$ cat src/rtl/counter_pkg.sv
// Shared constants and helpers for the counter family.
// Direction/mode encodings plus a load-value clamp.
package counter_pkg;

    localparam logic DIR_UP    = 1'b0;
    localparam logic DIR_DOWN  = 1'b1;

    localparam bit   MODE_WRAP = 1'b0;
    localparam bit   MODE_SAT  = 1'b1;

    function automatic logic [31:0] clamp_max(
        input logic [31:0] val,
        input logic [31:0] max_val
    );
        return (val > max_val) ? max_val : val;
    endfunction

endpackage

$ cat src/rtl/updown_next.sv
// Next-count and wrap-event logic for the up/down counter.
// Purely combinational; limits come from MAX_VAL, not natural overflow.
module updown_next
    import counter_pkg::*;
#(
    parameter int unsigned          WIDTH    = 3,
    parameter logic [WIDTH-1:0]     MAX_VAL  = WIDTH'((64'd1 << WIDTH) - 64'd1),
    parameter bit                   SATURATE = MODE_WRAP
) (
    input  logic [WIDTH-1:0] cnt,
    input  logic             sel,
    input  logic             en,
    input  logic             load,
    input  logic [WIDTH-1:0] load_val,
    output logic [WIDTH-1:0] cnt_next,
    output logic             wrap_next
);

    always_comb begin
        cnt_next  = cnt;
        wrap_next = 1'b0;
        if (load) begin
            cnt_next = WIDTH'(clamp_max(32'(load_val), 32'(MAX_VAL)));
        end else if (en) begin
            if (sel == DIR_UP) begin
                if (cnt >= MAX_VAL) begin
                    if (SATURATE == MODE_WRAP) begin
                        cnt_next  = '0;
                        wrap_next = 1'b1;
                    end
                end else begin
                    cnt_next = cnt + WIDTH'(1);
                end
            end else begin
                if (cnt == '0) begin
                    if (SATURATE == MODE_WRAP) begin
                        cnt_next  = MAX_VAL;
                        wrap_next = 1'b1;
                    end
                end else begin
                    cnt_next = cnt - WIDTH'(1);
                end
            end
        end
    end

endmodule

$ cat src/rtl/param_updown_counter.sv
// Parametrised up/down counter with load, wrap/saturate and terminal count.
// Holds the cnt and wrap registers; next-state logic lives in updown_next.
module param_updown_counter
    import counter_pkg::*;
#(
    parameter int unsigned          WIDTH    = 3,
    parameter logic [WIDTH-1:0]     MAX_VAL  = WIDTH'((64'd1 << WIDTH) - 64'd1),
    parameter bit                   SATURATE = MODE_WRAP
) (
    input  logic             clk,
    input  logic             rst,
    input  logic             en,
    input  logic             sel,
    input  logic             load,
    input  logic [WIDTH-1:0] load_val,
    output logic [WIDTH-1:0] cnt,
    output logic             tc,
    output logic             wrap
);

    logic [WIDTH-1:0] cnt_q;
    logic [WIDTH-1:0] cnt_d;
    logic             wrap_q;
    logic             wrap_d;

    updown_next #(
        .WIDTH    (WIDTH),
        .MAX_VAL  (MAX_VAL),
        .SATURATE (SATURATE)
    ) u_next (
        .cnt       (cnt_q),
        .sel       (sel),
        .en        (en),
        .load      (load),
        .load_val  (load_val),
        .cnt_next  (cnt_d),
        .wrap_next (wrap_d)
    );

    always_ff @(posedge clk or negedge rst) begin
        if (!rst) begin
            cnt_q  <= '0;
            wrap_q <= 1'b0;
        end else begin
            cnt_q  <= cnt_d;
            wrap_q <= wrap_d;
        end
    end

    // tc tracks sel live so a direction flip is visible before the next edge
    always_comb begin
        tc = ((sel == DIR_UP)   && (cnt_q == MAX_VAL)) ||
             ((sel == DIR_DOWN) && (cnt_q == '0));
    end

    assign cnt  = cnt_q;
    assign wrap = wrap_q;

endmodule

$ cat config.mk
export PLATFORM = sky130hd
export DESIGN_NAME = param_updown_counter
export DESIGN_NICKNAME = d
export VERILOG_FILES = /design/src/rtl/counter_pkg.sv /design/src/rtl/updown_next.sv /design/src/rtl/param_updown_counter.sv
export SDC_FILE = /design/constraint.sdc
export NUM_CORES = 1
export LEC_CHECK = 0
export CORE_AREA = 2 2 39 41
export CTS_BUF_LIST = sky130_fd_sc_hd__clkbuf_4
export DETAILED_ROUTE_END_ITERATION = 7
export DIE_AREA = 0 0 41 43
export SYNTH_ARGS = -nofsm -noshare
export SYNTH_HDL_FRONTEND = slang
export SYNTH_SLANG_ARGS = --single-unit
export TNS_END_PERCENT = 50
$ cat constraint.sdc
create_clock -name clk -period 2.4 [get_ports clk]
set_input_delay 0.48 -clock clk [delete_from_list [all_inputs] [get_ports clk]]
set_output_delay 0.48 -clock clk [all_outputs]
set_load 0.1 [all_outputs]
==> metrics.md <==
| Metric | Value |
|---|---|
| # IOs | 13 |
| Layout Cells excl Fill | 65 |
| Clock Path Buffers | 2 |
| Final Skew | 0.0129 ns |
| CP Max Fanout | 6 |
| Worst flop-to-flop path startpoint | cnt[0] |
| ANT nets after route | 0 |
| Min cycle time layout | 1.95 ns |
| Drt pass-1 iters | 2 |
| 1st-iter DRT viols | 6 |
| Vias in the first global route | ~270 |
| Post-CTS setup buffer count | 0 |
| Sink Count | 4 |
| Status | finished, final reports clean |
| Clk slew on worst S/H paths | 0.05 ns |
| Worst-Margin Slew | between 0.4 and 0.5 ns |
| First-pass GRT wire length | 1180 um |
| Dominant cell type by area after synthesis | dfrtp_1 |
| Worst Setup End Kind | output port |
| Largest net degree at the start of global routing | 9 |
| Hold slack | between 0.4 and 0.5 ns |
| Number of cells on the critical path | 4 |
| Final critical-path share of the clock period | 0.812 |
| Die width | around 40 um |
| Max incr delay on CP | 0.50 ns |
| Seq/Total Area, Yosys | 0.313 |
| RSZ-0062 raised after global routing | false |
| CP arrival | 1.47 ns |
| Syn_nets | 45 |
| Slowest cell on the critical path | clkdlybuf4s50_1 |
| Post-placement cell area | 464 sq um |
| Cell area power density | 691 nW/um^2 |
| Worst R2R End | cnt[2] |
| Die Area | 1760 sq um |
| Initial Utilization | 0.231 |
| CTS tree | done |
| Netlist cell types | 19 |
| Setup violations, final | 0 |
| Die Ht | 43 um |
| Post-Place Worst Slack | 0.444 ns |
| CP top delay family | buffers and inverters |
| Post-synthesis cell count | 33 |
| Post-synthesis register bit count | 4 |
| Total of max-cap violations | 0 |
| Share of cells above drive strength 1 | 0.347 |
| Nets@finish | 62 |
| Cts-stage hold buffer count | 0 |
| Gr ovfl total | 0 |
| DRC | 0 |
| Final WS setup | 0.450 ns |
| Worst slew margin relative to its limit | 0.716 |
| Setup TNS | 0 ns |
| Peak Freq | about 0.51 GHz |
| Post-CTS sizing | 0 |
| Core Util, Final | 0.357 |
| Row Count | 14 |
| Num CTS Buffers | 3 |
| Worst vdd ir | roughly 0.41 mV |
| Post-synthesis area per instance | 9.71 sq um |
| Initial antenna violation count | 0 |
| Buffers & Inverters on Critical Path | 2 |
| Hold Path Class | primary input to async pin |
| Lkg Pwr | 0.223 nW |
| Critical setup path kind | primary input to output port |
| WL per Instance | approximately 10 um |
| I/O Buffers | 12 |
| Drt total wl | 668 um |
| Routability Congestion | 0.685 |
| Root Buffer | clkbuf_4 |
| Clk_lat worst skew | around 0.25 ns |
| Design area | 494 sq um |
| R2r setup slk | 0.76 ns |
| Placed insts | 61 |
| Worst R2R Path Depth | 5 |
| Vias per cell | 4.66 |
| Fin. Hold Viols | 0 |
| Netlist Area Pre-Place | approximately 320 sq um |
| Vias | 303 |
| Filler Cell Count | 138 |
| Total inserted antenna cells | 0 |
| Total GRT Usage | 0.104 |
| Area contributors post-synth | dfrtp_1 31%, ha_1 16%, a221oi_2 4.7%, a311oi_2 4.7%, nand2_1 4.7% |
| Synth Warn # | 0 |
| CORE AREA | 1380 sq um |
| Yosys top cell area share | 0.313 |
| WP data required | 1.92 ns |
| Detail Placement HPWL | 537 um |
| Worst Setup Start Kind | primary input |
| Total power | 0.342 mW |
| Area Overhead vs Synth | 54.3% |
| H-tree levels | 1 |
| Max-slew violation count | 0 |
| Cell Chain, Critical Path | clkdlybuf4s50_1 > nand2b_1 > nand2_1 > buf_12 |
worst max path at each step:
| stage | startpoint | to | slack (ns) |
|---|---|---|---|
| final | sel | tc | 0.45 |
| after global routing | cnt[0] | tc | 0.38 |
| after CTS | cnt[0] | tc | 0.45 |
| after detailed placement | sel | tc | 0.44 |
| after global placement | sel | tc | 0.47 |
| after floorplan | cnt[1] | tc | 0.1 |
area by class of cell:
| type | instances | area, sq um | area share |
|---|---|---|---|
| inverters | 3 | 11.3 | 0.0228 |
| clock buffers | 4 | 30.0 | 0.0608 |
| multi-input cells | 26 | 209 | 0.423 |
| repair buffers | 12 | 120 | 0.243 |
| flip-flops and latches | 4 | 104 | 0.210 |
| well taps | 16 | 20.0 | 0.0405 |
cells in the final DEF (no fill, tap or decap), types with 2 or more instances in the layout:
cell and n:
clkdlybuf4s50_1 7, nand2_1 4, ha_1 4, clkbuf_4 4
buf_4 4, inv_1 3, dfrtp_2 3, nand2b_1 2
o31ai_1 2, nor2_1 2
cells in the mapped netlist, drive strengths merged:
| library cell | number |
|---|---|
| inv | 3 |
| ha | 4 |
| a21boi | 1 |
| nand2b | 3 |
| nand3b | 1 |
| and3 | 1 |
| dfrtp | 4 |
| a221oi | 1 |
| nor2 | 2 |
| a21oi | 1 |
| nand2 | 4 |
| a311oi | 1 |
| a21bo | 1 |
| or3 | 1 |
| o31ai | 3 |
| a2111oi | 1 |
| a31oi | 1 |
registers in the layout, indices dropped and copies added, names as in the netlist:
register  count
cnt           3
wrap          1
power breakdown:
group / leakage [nW] / internal (mW) / switching (mW)
clock network: 0.0184 / 0.0740 / 0.0337
logic: 0.159 / 0.0497 / 0.0972
registers: 0.0457 / 0.0758 / 0.0111
kinds of logic (layout without fill, tap and decap cells):
| kind of cell | count (synthesis) | in the layout | synth area share |
|---|---|---|---|
| fa+ha+maj | 4 | 4 | 0.156 |
| buf+inv | 3 | 19 | 0.0352 |
| simple gates | 12 | 12 | 0.199 |
| flops | 4 | 4 | 0.313 |
| compound gates | 10 | 10 | 0.297 |
layer usage:
layer,global-route usage,part of all wire
met1,0.147,0.46
met2,0.125,0.46
met3,0.0471,0.048
met4,0.0600,0.025
met5,0,0
No activity file was read; power rests on OpenSTA's default activity.
